### config.mk
export PLATFORM = sky130hd
export DESIGN_NAME = cjb_mc_sequencer_v_flat
export DESIGN_NICKNAME = d
export VERILOG_FILES = /design/src/rtl/cjb_mc_sequencer_v_pkg.sv /design/src/rtl/cjb_mc_sequencer_v_if.sv /design/src/rtl/cjb_mc_sequencer_v_cntup.sv /design/src/rtl/cjb_mc_sequencer_v.sv /design/src/flat_wrapper.sv
export SDC_FILE = /design/constraint.sdc
export NUM_CORES = 1
export LEC_CHECK = 0
export BUFFER_PORTS_ARGS = -buffer_cell sky130_fd_sc_hd__buf_4
export CAP_MARGIN = 40
export CORE_ASPECT_RATIO = 1.25
export CORE_MARGIN = 2
export CORE_UTILIZATION = 34
export CTS_CLUSTER_SIZE = 30
export DETAILED_ROUTE_END_ITERATION = 6
export GPL_ROUTABILITY_DRIVEN = 0
export GPL_TIMING_DRIVEN = 0
export PLACE_DENSITY = 0.59
export SLEW_MARGIN = 20
export SYNTH_ARGS = -nofsm -noshare
export SYNTH_HDL_FRONTEND = slang
export SYNTH_SLANG_ARGS = --single-unit
### constraint.sdc
create_clock -name clock -period 2 [get_ports clock]
set_input_delay 0.2 -clock clock [delete_from_list [all_inputs] [get_ports clock]]
set_output_delay 0.2 -clock clock [all_outputs]
set_load 0.03 [all_outputs]
### src/rtl/cjb_mc_sequencer_v_pkg.sv
// Shared types and constants for the multi-cycle control sequencer:
// opcode classes, machine-cycle indices, FSM states and fault codes.
package cjb_mc_sequencer_v_pkg;

  typedef enum logic [2:0] {
    OP_ALU    = 3'd0,
    OP_LOAD   = 3'd1,
    OP_STORE  = 3'd2,
    OP_BRANCH = 3'd3,
    OP_JUMP   = 3'd4,
    OP_HALT   = 3'd5,
    OP_ILL6   = 3'd6,
    OP_ILL7   = 3'd7
  } opclass_t;

  localparam int MC_FETCH = 0;
  localparam int MC_DEC   = 1;
  localparam int MC_EXE   = 2;
  localparam int MC_MEM   = 3;
  localparam int MC_WB    = 4;

  typedef enum logic [1:0] {
    ST_IDLE   = 2'd0,
    ST_RUN    = 2'd1,
    ST_HALTED = 2'd2
  } state_t;

  typedef enum logic [1:0] {
    ERR_NONE    = 2'd0,
    ERR_TIMEOUT = 2'd1,
    ERR_ILLEGAL = 2'd2
  } err_t;

  // Classes that touch data memory in MC3.
  function automatic logic is_mem_class(opclass_t c);
    return (c == OP_LOAD) || (c == OP_STORE);
  endfunction

  function automatic logic is_illegal(opclass_t c);
    return (c == OP_ILL6) || (c == OP_ILL7);
  endfunction

endpackage

### src/rtl/cjb_mc_sequencer_v_if.sv
// Control/status bundle between the core and its machine-cycle sequencer.
interface cjb_mc_sequencer_v_if #(
  parameter int MC_W = 3
);
  logic            start;
  logic [2:0]      opclass;
  logic            mem_ready;
  logic [MC_W-1:0] mc;
  logic [4:0]      mc_oh;
  logic            stall;
  logic            instr_done;
  logic            busy;
  logic            halted;
  logic [1:0]      err;

  modport master (
    output start, opclass, mem_ready,
    input  mc, mc_oh, stall, instr_done, busy, halted, err
  );

  modport slave (
    input  start, opclass, mem_ready,
    output mc, mc_oh, stall, instr_done, busy, halted, err
  );
endinterface

### src/rtl/cjb_mc_sequencer_v_cntup.sv
// Generic n-bit up-counter with synchronous clear, parallel load and count enable.
module cjb_nbit_cntup_v #(
  parameter int n = 3
) (
  input  logic         clock,
  input  logic         cnt_reset,
  input  logic         ld,
  input  logic [n-1:0] d,
  input  logic         cntup,
  output logic [n-1:0] q
);

  logic [n-1:0] q_q;

  // NOTE: reset is sampled on the clock edge only (synchronous), so it sits
  // inside the edge-triggered block rather than in the sensitivity list.
  always_ff @(posedge clock) begin
    if (cnt_reset)  q_q <= '0;
    else if (ld)    q_q <= d;
    else if (cntup) q_q <= q_q + 1'b1;
  end

  assign q = q_q;

endmodule

### src/rtl/cjb_mc_sequencer_v.sv
// Machine-cycle sequencer: steps MC0..MC4 per instruction, ends early by
// opcode class, holds on memory stalls with a timeout, parks in HALTED.
module cjb_mc_sequencer_v
  import cjb_mc_sequencer_v_pkg::*;
#(
  parameter int MC_W    = 3,
  parameter int TIMEOUT = 15
) (
  input logic                clock,
  input logic                reset,
  cjb_mc_sequencer_v_if.slave bus
);

  state_t          state_q, state_d;
  logic [7:0]      wait_q, wait_d;
  opclass_t        class_q, class_d;
  err_t            err_q, err_d;
  logic            cnt_ld, cnt_up;
  logic [MC_W-1:0] mc_q;

  opclass_t opc_in;
  logic     busy, mem_cycle, stall, at_dec, last_cycle, instr_done;

  cjb_nbit_cntup_v #(.n(MC_W)) u_mc_cnt (
    .clock     (clock),
    .cnt_reset (reset),
    .ld        (cnt_ld),
    .d         ('0),
    .cntup     (cnt_up),
    .q         (mc_q)
  );

  assign opc_in = opclass_t'(bus.opclass);
  assign busy   = (state_q == ST_RUN);
  assign at_dec = (mc_q == MC_W'(MC_DEC));

  // JUMP/HALT/illegal are decided in MC1 before class_q exists, so they use
  // the live opclass; later cycles rely only on the latched class.
  always_comb begin
    mem_cycle  = (mc_q == MC_W'(MC_FETCH)) ||
                 ((mc_q == MC_W'(MC_MEM)) && is_mem_class(class_q));
    last_cycle = 1'b0;
    if (at_dec)
      last_cycle = (opc_in == OP_JUMP) || (opc_in == OP_HALT) || is_illegal(opc_in);
    else if (mc_q == MC_W'(MC_EXE))
      last_cycle = (class_q == OP_ALU) || (class_q == OP_BRANCH);
    else if (mc_q == MC_W'(MC_MEM))
      last_cycle = (class_q == OP_STORE);
    else if (mc_q == MC_W'(MC_WB))
      last_cycle = (class_q == OP_LOAD);
  end

  assign stall      = busy && mem_cycle && !bus.mem_ready;
  assign instr_done = busy && !stall && last_cycle;

  // NOTE: every variable gets a default before the case so no path leaves it
  // unassigned, which would otherwise infer a latch.
  always_comb begin
    state_d = state_q;
    wait_d  = wait_q;
    class_d = class_q;
    err_d   = err_q;
    cnt_ld  = 1'b0;
    cnt_up  = 1'b0;
    unique case (state_q)
      ST_IDLE: begin
        if (bus.start) begin
          state_d = ST_RUN;
          cnt_ld  = 1'b1;
        end
      end
      ST_RUN: begin
        if (stall) begin
          wait_d = wait_q + 8'd1;
          if (wait_q == 8'(TIMEOUT - 1)) begin
            err_d   = ERR_TIMEOUT;
            state_d = ST_HALTED;
            cnt_ld  = 1'b1;
          end
        end else if (last_cycle) begin
          wait_d = '0;
          cnt_ld = 1'b1;
          if (at_dec && opc_in == OP_HALT) begin
            state_d = ST_HALTED;
          end else if (at_dec && is_illegal(opc_in)) begin
            err_d   = ERR_ILLEGAL;
            state_d = ST_HALTED;
          end
        end else begin
          wait_d = '0;
          cnt_up = 1'b1;
          if (at_dec) class_d = opc_in;
        end
      end
      ST_HALTED: begin
        if (bus.start) begin
          err_d   = ERR_NONE;
          wait_d  = '0;
          state_d = ST_RUN;
          cnt_ld  = 1'b1;
        end
      end
      default: state_d = ST_IDLE;
    endcase
  end

  // NOTE: sequential state uses non-blocking assignments so all registers
  // update together from values sampled before the edge.
  always_ff @(posedge clock) begin
    if (reset) begin
      state_q <= ST_IDLE;
      wait_q  <= '0;
      class_q <= OP_ALU;
      err_q   <= ERR_NONE;
    end else begin
      state_q <= state_d;
      wait_q  <= wait_d;
      class_q <= class_d;
      err_q   <= err_d;
    end
  end

  always_comb begin
    for (int i = 0; i < 5; i++) bus.mc_oh[i] = busy && (mc_q == MC_W'(i));
  end

  assign bus.mc         = mc_q;
  assign bus.stall      = stall;
  assign bus.instr_done = instr_done;
  assign bus.busy       = busy;
  assign bus.halted     = (state_q == ST_HALTED);
  assign bus.err        = err_q;

endmodule

### src/flat_wrapper.sv
// flat-port wrapper written by rule: the top's interface ports become plain ports
module cjb_mc_sequencer_v_flat import cjb_mc_sequencer_v_pkg::*;
#(
  parameter int MC_W    = 3,
  parameter int TIMEOUT = 15
)
  (clock, reset, bus_start, bus_opclass, bus_mem_ready, bus_mc, bus_mc_oh, bus_stall, bus_instr_done, bus_busy, bus_halted, bus_err);
  cjb_mc_sequencer_v_if #(.MC_W(MC_W)) bus_i ();
  input logic clock;
  input logic reset;
  input wire logic [$bits(bus_i.start)-1:0] bus_start;
  input wire logic [$bits(bus_i.opclass)-1:0] bus_opclass;
  input wire logic [$bits(bus_i.mem_ready)-1:0] bus_mem_ready;
  output wire logic [$bits(bus_i.mc)-1:0] bus_mc;
  output wire logic [$bits(bus_i.mc_oh)-1:0] bus_mc_oh;
  output wire logic [$bits(bus_i.stall)-1:0] bus_stall;
  output wire logic [$bits(bus_i.instr_done)-1:0] bus_instr_done;
  output wire logic [$bits(bus_i.busy)-1:0] bus_busy;
  output wire logic [$bits(bus_i.halted)-1:0] bus_halted;
  output wire logic [$bits(bus_i.err)-1:0] bus_err;
  assign bus_i.start = bus_start;
  assign bus_i.opclass = bus_opclass;
  assign bus_i.mem_ready = bus_mem_ready;
  assign bus_mc = bus_i.mc;
  assign bus_mc_oh = bus_i.mc_oh;
  assign bus_stall = bus_i.stall;
  assign bus_instr_done = bus_i.instr_done;
  assign bus_busy = bus_i.busy;
  assign bus_halted = bus_i.halted;
  assign bus_err = bus_i.err;
  cjb_mc_sequencer_v #(.MC_W(MC_W), .TIMEOUT(TIMEOUT)) u_core (.clock(clock), .reset(reset), .bus(bus_i));
endmodule
==> reports/summary.txt, run 1 <==
Status -> complete, but fails checks
Failing checks -> setup timing
Leakage -> 0.6815 nW
Routed Antenna Nets -> 0
Post-synthesis async set-or-reset flop share -> 0%
Max-slew violations -> 0
Remaining Overflow, GRT -> 0
Hold Violations, Final -> 0
Total wire length -> 2889 um
Critical path class -> flip-flop to flip-flop
DRC -> 0
FF-to-FF setup slack -> -110 ps
CP Data Required Time -> 2170 ps
CTS tree -> built
Sequential cell area fraction in the yosys report -> 30.70%
Synth Instances -> 137
Syn Nets -> 155
Sequential share of power -> 41.6%
Worst Skew -> 6.259 ps
Iter 0 DRT Violations -> 25
Syn-to-layout area delta -> 44.88%
Worst slew margin -> 69.14%
Commonest non-fill, non-tap cell in the layout -> buf_4
WP data arrival -> 2290 ps
Syn Area/Cell -> 8.567 um2
RSZ-0062 raised after global routing -> true
GRT Total Usage -> 14.17%
Post-route design area -> 0.001700 mm2
Clk_lat worst skew -> 250 ps
Internal -> 0.6507 mW
Synthesis-stage register bit count -> 18
HPWL Detailed -> 2001 um
Worst-Margin Slew -> 462.9 ps
Root Buffer -> clkbuf_8
Maximum root-to-sink buffer count -> 2
Power share of the clock group -> 26.4%
Die span in y -> 69.69 um
CP Capture Type -> flip-flop
1st-pass router iterations -> 4
Global-route wire length before repair -> 4595 um
Min-delay worst type -> input port to flip-flop
Pre-CTS setup slack -> -178.2 ps
CP cell instances -> ha_4, ha_4, nor4b_4, nand3_1, a31oi_4, buf_4, a21oi_2, a211o_1, a211oi_2
Clock-pin slew on the worst setup and hold paths -> 70 ps
Multi-input logic area -> 902.1 um2
Number of global-route vias before repair -> 1061
Layout fillers -> 316
Critical-path top delay cell -> dfxtp_4
Drt via density -> 5.208
Cts bufs inserted -> 3
Fmax achieved -> 473.2 MHz
Initial antenna violation count -> 0
Largest net degree at the start of global routing -> 12
Post-synth EDFFs -> 0
Switching Share -> 30.58%
Site Rows -> 23
Share of layout cells above drive strength 1 -> 40.57%
Fin worst setup slack -> -113.3 ps
Mapped Area -> 0.001174 mm2
Final setup vio count -> 5
Worst Setup SP -> u_core.u_mc_cnt.q[0]
Detailed-route via count -> 1104
Slowest Stage Delay on Critical Path -> 370 ps
Combinational power share -> 32.1%
Reg area -> 372.9 um2
VDD IR max -> 0.4184 mV
Dpl cell area -> 0.001399 mm2
Most frequent cells in the layout -> 34 x buf_4, 21 x nor2_1, 14 x dfxtp_1
Post-layout min period -> 2113 ps
Max-cap violations -> 0
H-tree levels -> 1
Power Density -> 551.2 mW/mm2
Count of boundary I/O pins -> 21
FF-to-FF Start -> u_core.u_mc_cnt.q[0]
ANT cells -> 0
Setup crit start kind -> flip-flop
Chip Width -> 56.55 um
Tcrit/Tclk final -> 105.7%
CTS sink cnt -> 18
DIE AREA -> 0.003941 mm2
Hold slack -> 217.6 ps
CP Max Fanout -> 4
Initial Utilization -> 36.09%
Synth cell types -> 44
Final setup TNS -> -268.5 ps
Worst Min Path Start -> bus_opclass[0]
CP dominant cell by count -> ha_4
Core box area -> 0.003252 mm2
Total net switching power -> 0.2866 mW
Synth Warn # -> 0
Top_reg_cell synth -> dfxtp_1
Final #Nets -> 194
# port buffers -> 19
WL per Instance -> 13.63 um
final cells by class:
type / count / area share, %
multi-input combinational: 104 / 53.05
sequential: 18 / 21.93
timing repair buffer: 37 / 17.00
tap: 37 / 2.723
clock buffer: 3 / 2.428
inverter: 11 / 2.428
clock inverter: 1 / 0.2208
buffer: 1 / 0.2208
synth_stat cells, drive strengths merged, types with 2 or more instances:
| cell type | number | area (um2) |
|---|---|---|
| nand2b | 3 | 18.77 |
| xor2 | 7 | 61.31 |
| dfxtp | 18 | 360.4 |
| a21oi | 6 | 33.78 |
| ha | 11 | 137.6 |
| xnor2 | 2 | 17.52 |
| o21ai | 5 | 25.02 |
| nor2 | 22 | 82.58 |
| and3 | 5 | 31.28 |
| nor2b | 2 | 12.51 |
| inv | 11 | 41.29 |
| mux2i | 3 | 30.03 |
| buf | 3 | 26.27 |
| a31oi | 3 | 40.04 |
| a211oi | 3 | 27.52 |
| nor3b | 2 | 20.02 |
| nand2 | 4 | 15.01 |
| and2 | 5 | 33.78 |
| nand3 | 5 | 25.02 |
sequential cells by signal, indices dropped and copies added, names as in the netlist:
register / count
u_core.wait_q: 8
u_core.bus.err: 2
u_core.state_q: 2
u_core.class_q: 3
u_core.u_mc_cnt.q: 3
stage by stage:
step                instances  power (mW)  util (%)
CTS                       201      0.8905     46.98
global route              212      0.9990     52.29
global placement          193      0.6172     43.02
floorplan                 137      0.5596         -
detailed placement        193      0.6232     43.02
finish                    212      0.9373     52.29
routing by layer:
| metal | global-route usage [%] | share of wire [%] | up-vias |
|---|---|---|---|
| met3 | 2.052 | 4.5 | 11 |
| met5 | 0 | 0 | - |
| met1 | 15.87 | 40 | 503 |
| met4 | 5.291 | 3.3 | 0 |
| met2 | 26.23 | 53 | 43 |
| li1 | - | - | 547 |
worst max-delay path: cells and delay by family, from the launching register on:
family	cells	cell delay, ps
compound gates	4	790
simple gates	2	390
flops	1	370
fa+ha+maj	2	330
buf+inv	1	160
power groups by stage:
stage	registers [mW]	logic, mW	clock network (mW)
5_1_grt	0.393	0.327	0.279
3_3_place_gp	0.395	0.222	0
3_5_place_dp	0.397	0.227	0
6_report	0.390	0.300	0.247
4_1_cts	0.392	0.238	0.260
2_1_floorplan	0.407	0.153	0
cell families (layout without fill, tap and decap cells):
logic type / after synthesis / in the layout / share of synthesized area, %
AND/OR/NAND/NOR: 56 / 56 / 25.37
AO/OA/AOI/OAI: 24 / 24 / 15.88
flip-flops: 18 / 18 / 30.70
buffers and inverters: 15 / 53 / 6.076
adder cells (fa/ha/maj): 11 / 11 / 11.73
XOR/XNOR: 9 / 9 / 6.717
multiplexers: 4 / 4 / 3.518
final timing paths:
kind / endpoint / cells after the start
setup / recovery: u_core.state_q[1] / 9
hold / removal: u_core.class_q[0] / 3
setup reg to reg: u_core.state_q[1] / 9
hold reg to reg: u_core.bus.err[0] / 2
repair_timing:
item / 4_1_cts / 5_1_grt
setup endpoints to repair: 10 / 19
gates resized for setup: 14 / 20
buffers inserted: 5 / 13
pin swaps: 3 / 6
hold buffers: 0 / 0
Power figures use the tool's default switching activity.
==> inputs of run 2 (changes only) <==
PLACE_DENSITY = 0.57   (was 0.59)
clock period = 2.1 ns   (was 2 ns; I/O delays follow)
==> run 2 against run 1 <==
Against the previous run: the run still ends with setup timing left; critical path depth is 2 lower; global-route usage grew 0.54 points; non-clock buffer count down 6; worst hold slack is essentially flat; combinational power shrank 12%.
==> reports/summary.txt, run 2 (synthesis gave the netlist of run 1 again) <==
Worst-Margin Slew -> 429.1 ps (-33.80 ps)
FF-to-FF End -> u_core.state_q[1]
Max reg flops -> 8 (unchanged)
Cts bufs inserted -> 3 (unchanged)
Combinational power share -> 28.6% (-3.5 points)
Worst Min Path Start -> bus_opclass[1]
CP Max Fanout -> 5 (+1)
Fmax achieved -> 471.3 MHz
CTS tree -> built
CTS sink cnt -> 18 (unchanged)
1st-pass router iterations -> 4 (unchanged)
Total wire length -> 2881 um (-0.28%)
GR Layer Usage met3 -> 1.866% (-0.19 points)
# port buffers -> 19 (unchanged)
RSZ-0062 raised after global routing -> true
Critical-path top delay cell -> dfxtp_4
Remaining Overflow, GRT -> 0 (unchanged)
Syn-to-layout area delta -> 39.45%
Final Util -> 50.33% (-2.0 points)
Max-slew violations -> 0 (unchanged)
Final #Nets -> 188 (-3.1%)
Leakage -> 0.6572 nW (-3.6%)
Max-cap violations -> 0 (unchanged)
Critical path class -> flip-flop to primary output
Worst Skew -> 4.169 ps (-2.090 ps)
Failing checks -> setup timing
Fin worst setup slack -> -21.79 ps (+91.50 ps)
Instance count on the critical path -> 7 (-2)
Routed Antenna Nets -> 0 (unchanged)
Core box area -> 0.003252 mm2 (unchanged)
Root Buffer -> clkbuf_8
Met2 Use GR -> 25.32% (-0.90 points)
Busiest grt layer -> met2
Share of layout cells above drive strength 1 -> 36.09% (-4.5 points)
Die span in y -> 69.69 um (unchanged)
Worst hold path depth -> 3 (unchanged)
Hold slack -> 217.4 ps (-0.1790 ps)
Delay-heaviest family, CP -> simple AND/OR/NAND/NOR gates
Initial antenna violation count -> 0 (unchanged)
Slowest Stage Delay on Critical Path -> 370 ps (about the same)
Commonest non-fill, non-tap cell in the layout -> buf_4
Initial Utilization -> 36.09% (unchanged)
Post-layout min period -> 2122 ps
Setup crit start kind -> flip-flop
Final setup vio count -> 1 (-4)
Largest net degree at the start of global routing -> 11 (-1)
Worst Setup SP -> u_core.u_mc_cnt.q[0]
Post-route design area -> 0.001637 mm2 (-3.8%)
Maximum root-to-sink buffer count -> 2 (unchanged)
WL per Instance -> 13.99 um (+2.6%)
Worst slew margin -> 71.39% (+2.3 points)
Bufs and invs on worst path -> 1 (unchanged)
Tcrit/Tclk final -> 101.0%
Number of global-route vias before repair -> 1091 (+2.8%)
Routing usage on met1 -> 17.39% (+1.5 points)
CP Capture Type -> primary output
Top reg by flops -> u_core.wait_q
FF-to-FF setup slack -> 20 ps (+130 ps)
Clk_lat worst skew -> 260 ps (about the same)
Count of boundary I/O pins -> 21 (unchanged)
Sequential share of power -> 40.0% (-1.6 points)
Detailed-route via count -> 1061 (-3.9%)
DIE AREA -> 0.003941 mm2 (unchanged)
GRT Total Usage -> 14.71% (+0.54 points)
Hold Violations, Final -> 0 (unchanged)
DRC -> 0 (unchanged)
CP Capture Point -> bus_instr_done
Power Density -> 565.6 mW/mm2 (+2.6%)
Total net switching power -> 0.2857 mW (-0.33%)
Reg2reg path depth -> 9 (unchanged)
HPWL Detailed -> 1983 um (-0.91%)
Chip Width -> 56.55 um (unchanged)
WP data arrival -> 1910 ps (-380 ps)
CP Data Required Time -> 1890 ps (-280 ps)
Global-route wire length before repair -> 4685 um (+2.0%)
Dpl cell area -> 0.001378 mm2 (-1.5%)
Drt via density -> 5.150 (-1.1%)
CP dominant cell by count -> ha_4
Min-delay worst type -> input port to flip-flop
Switching Share -> 30.86% (+0.29 points)
FF-to-FF Start -> u_core.u_mc_cnt.q[0]
Status -> complete, but fails checks
H-tree levels -> 1 (unchanged)
VDD IR max -> 0.3836 mV (-8.3%)
ANT cells -> 0 (unchanged)
Most frequent cells in the layout -> 27 x buf_4, 21 x nor2_1, 14 x dfxtp_1
Site Rows -> 23 (unchanged)
Internal -> 0.6399 mW (-1.7%)
Power share of the clock group -> 31.4% (+5.0 points)
CP cell instances -> ha_4, ha_4, nor4b_4, nand3_2, a31oi_4, and3_4, buf_6
Clock-pin slew on the worst setup and hold paths -> 70 ps (about the same)
Iter 0 DRT Violations -> 28 (+12%)
[run 2: worst min path at each step]
stage                         to  slack (ps)
6_report       u_core.class_q[1]         220
2_1_floorplan  u_core.class_q[0]         360
4_1_cts        u_core.class_q[1]         210
5_1_grt        u_core.class_q[0]         250
3_5_place_dp   u_core.bus.err[0]         460
3_3_place_gp   u_core.bus.err[0]         460
[run 2: repair_timing]
| item | in CTS | in global routing |
|---|---|---|
| pin swaps | 2 | 7 |
| buffers inserted | 2 | 8 |
| resized for setup | 9 | 16 |
| hold buffers | 0 | 0 |
| endpoints found under the setup margin | 9 | 17 |
[run 2: cell type report]
type	instances	area [um2]
fill	308	1615
multi-input combinational	104	862.1
sequential	18	367.9
timing repair buffer	29	234.0
clock buffer	4	55.05
tap	37	46.29
inverter	11	41.29
buffer	3	30.03
[run 2: layer usage]
layer / up-vias / part of all wire, % / routed length, um
li1: 534 / - / -
met1: 504 / 44 / 1255
met2: 18 / 52 / 1491
met3: 5 / 3.0 / 86
met4: 0 / 1.7 / 48
met5: - / 0 / 0
[run 2: stage by stage]
step | cells | setup WS [ps] | setup TNS (ps) | total power [mW]
global placement | 193 | -60.01 | -124.3 | 0.5848
detailed placement | 193 | -99.88 | -332.1 | 0.5914
floorplan | 137 | 23.11 | 0 | 0.5291
CTS | 199 | -19.39 | -20.01 | 0.8988
finish | 206 | -21.79 | -21.79 | 0.9256
global route | 206 | -115.7 | -695.9 | 0.9735
[run 2: worst min-delay path, stage by stage]
cell and delay, ps:
buf_4 100, mux2i_1 60, nor2_1 70
[run 2: power groups by stage]
stage / clock network (mW) / logic, mW / registers, mW
3_5_place_dp: 0 / 0.214 / 0.378
4_1_cts: 0.299 / 0.230 / 0.370
5_1_grt: 0.311 / 0.290 / 0.372
6_report: 0.290 / 0.265 / 0.370
3_3_place_gp: 0 / 0.209 / 0.376
2_1_floorplan: 0 / 0.142 / 0.387
==> inputs of run 3 (changes only) <==
--- a/config.mk
+++ b/config.mk
@@ -6,5 +6,4 @@
 export NUM_CORES = 1
 export LEC_CHECK = 0
-export BUFFER_PORTS_ARGS = -buffer_cell sky130_fd_sc_hd__buf_4
 export CAP_MARGIN = 40
 export CORE_ASPECT_RATIO = 1.25
@@ -13,7 +12,8 @@
 export CTS_CLUSTER_SIZE = 30
 export DETAILED_ROUTE_END_ITERATION = 6
+export DONT_BUFFER_PORTS = 1
 export GPL_ROUTABILITY_DRIVEN = 0
 export GPL_TIMING_DRIVEN = 0
-export PLACE_DENSITY = 0.57
+export PLACE_DENSITY = 0.55
 export SLEW_MARGIN = 20
 export SYNTH_ARGS = -nofsm -noshare
==> constraint.sdc (replaced) <==
create_clock -name clock -period 2.1 [get_ports clock]
set_input_delay 0.42 -clock clock [delete_from_list [all_inputs] [get_ports clock]]
set_output_delay 0.42 -clock clock [all_outputs]
set_load 0.03 [all_outputs]
==> run 3 against run 2 <==
Against the previous run: the run still ends with setup timing left; clock power decreased by 2%; critical path depth decreased by 1; cell count decreased by 9.2%; die area unchanged; register-to-register slack got worse by 50 ps; combinational power decreased by 13%; flip-flop and latch count unchanged; design area decreased by 6.3%; global-route usage decreased by 0.69 points; first-iteration DRC count increased by 71%; critical path type unchanged.
==> reports/summary.txt, run 3 (synthesis gave the netlist of run 1 again) <==
WP data arrival -> 1790 ps (-120 ps)
Max reg flops -> 8 (unchanged)
Syn-to-layout area delta -> 30.60%
Clock-pin slew on the worst setup and hold paths -> 70 ps (about the same)
Setup crit start kind -> flip-flop
Worst-Margin Slew -> 448.8 ps (+19.67 ps)
Die span in y -> 69.69 um (unchanged)
Max-cap violations -> 0 (unchanged)
Drt via density -> 5.332 (+3.5%)
Multi-input logic area -> 904.6 um2 (+4.9%)
CP Data Required Time -> 1680 ps (-210 ps)
Core box area -> 0.003252 mm2 (unchanged)
Power after layout -> 0.8989 mW (-2.9%)
Final setup TNS -> -262.2 ps (-240.4 ps)
VDD IR max -> 0.4342 mV (+13%)
Clk_lat worst skew -> 250 ps (about the same)
Iter 0 DRT Violations -> 48 (+71%)
Cts bufs inserted -> 3 (unchanged)
1st-pass router iterations -> 4 (unchanged)
Root Buffer -> clkbuf_8
Routed Antenna Nets -> 0 (unchanged)
Leakage -> 0.5512 nW (-16%)
Power Density -> 586.5 mW/mm2 (+3.7%)
H-tree levels -> 1 (unchanged)
Commonest non-fill, non-tap cell in the layout -> nor2_1
Chip Width -> 56.55 um (unchanged)
Count of boundary I/O pins -> 21 (unchanged)
CTS tree -> built
Global-route wire length before repair -> 4485 um (-4.3%)
Post-layout min period -> 2207 ps (+85.59 ps)
Largest net degree at the start of global routing -> 11 (unchanged)
WL per Instance -> 14.12 um (+0.98%)
Share of layout cells above drive strength 1 -> 36.67% (+0.57 points)
Critical-path top delay cell -> dfxtp_4
Remaining Overflow, GRT -> 0 (unchanged)
CP cell instances -> inv_4, ha_2, nand2b_1, or3_4, a31oi_4, and3_4
CP Max Fanout -> 5 (unchanged)
Worst Skew -> 5.046 ps (+0.8777 ps)
Number of global-route vias before repair -> 991 (-9.2%)
DIE AREA -> 0.003941 mm2 (unchanged)
RSZ-0062 raised after global routing -> true
CP Capture Type -> primary output
Status -> complete, but fails checks
Critical path class -> flip-flop to primary output
Initial antenna violation count -> 0 (unchanged)
Max-slew violations -> 0 (unchanged)
Tcrit/Tclk final -> 105.1% (+4.1 points)
Fmax achieved -> 453.0 MHz (-3.9%)
ANT cells -> 0 (unchanged)
CTS sink cnt -> 18 (unchanged)
Slowest Stage Delay on Critical Path -> 410 ps (+40 ps)
GRT Total Usage -> 14.02% (-0.69 points)
# port buffers -> 0 (-19)
Most frequent cells in the layout -> 20 x nor2_1, 13 x dfxtp_1, 10 x buf_4
Top reg by flops -> u_core.wait_q
Final #Nets -> 169 (-10%)
Hold Violations, Final -> 0 (unchanged)
Detailed-route via count -> 997 (-6.0%)
Layout fillers -> 308 (unchanged)
DRC -> 0 (unchanged)
Maximum root-to-sink buffer count -> 2 (unchanged)
Bufs and invs on worst path -> 1 (unchanged)
Reg area -> 374.1 um2 (+1.7%)
Initial Utilization -> 36.09% (unchanged)
Delay-heaviest family, CP -> simple AND/OR/NAND/NOR gates
Min-delay worst type -> input port to flip-flop
Total wire length -> 2641 um (-8.3%)
Fin worst setup slack -> -107.4 ps (-85.59 ps)
Final setup vio count -> 5 (+4)
Failing checks -> setup timing
Hold slack -> 322.7 ps (+105.3 ps)
Worst slew margin -> 70.08% (-1.3 points)
HPWL Detailed -> 1935 um (-2.4%)
Site Rows -> 23 (unchanged)
==> run 3: cell count changes in the layout (fill, tap and decap cells not counted), sizes merged <==
cell      before  now
buf           32   13
clkinvlp       0    1
inv           11   10
==> run 3: final cells by class <==
class	instances	share of cell area, %
flip-flops and latches	18	24.41
repair buffers	10	4.898
well taps	37	3.020
inverters	11	3.102
plain buffers	3	1.959
multi-input cells	104	59.02
clock buffers	4	3.592
==> run 3: layer usage <==
| layer | GRT usage (%) | wire length, um | vias to the layer above |
|---|---|---|---|
| met1 | 16.23 | 1121 | 483 |
| met4 | 4.762 | 17 | 0 |
| met5 | 0 | 0 | - |
| met2 | 25.06 | 1388 | 15 |
| li1 | - | - | 497 |
| met3 | 2.799 | 114 | 2 |
==> run 3: report_power, final <==
part	switching, mW	total [mW]	leakage [nW]	internal [mW]
clock	0.118	0.284	0.0288	0.166
combinational	0.129	0.231	0.373	0.102
sequential	0.0289	0.384	0.149	0.355
==> run 3: worst paths after layout <==
check,from,endpoint,slack (ps),depth (start not counted)
max,u_core.u_mc_cnt.q[0],bus_instr_done,-110,6
min,bus_opclass[0],u_core.class_q[0],320,2
max reg2reg,u_core.u_mc_cnt.q[0],u_core.state_q[1],-30,9
min reg2reg,u_core.state_q[1],u_core.state_q[1],520,2
==> run 3: through the flow <==
stage                     area (um2)  std cells  setup slack (ps)  util [%]
after floorplan                 1196        137            0.1641         -
after global placement          1242        174            -183.1     38.21
after detailed placement        1242        174            -198.3     38.21
after CTS                       1430        183            -122.6     43.98
after global routing            1533        187            -151.7     47.13
final                           1533        187            -107.4     47.13
==> run 3: repair_timing <==
action / CTS / global route
pin swaps: 6 / 7
setup buffers: 5 / 5
hold buffers: 0 / 0
endpoints found under the setup margin: 22 / 18
resized for setup: 23 / 19
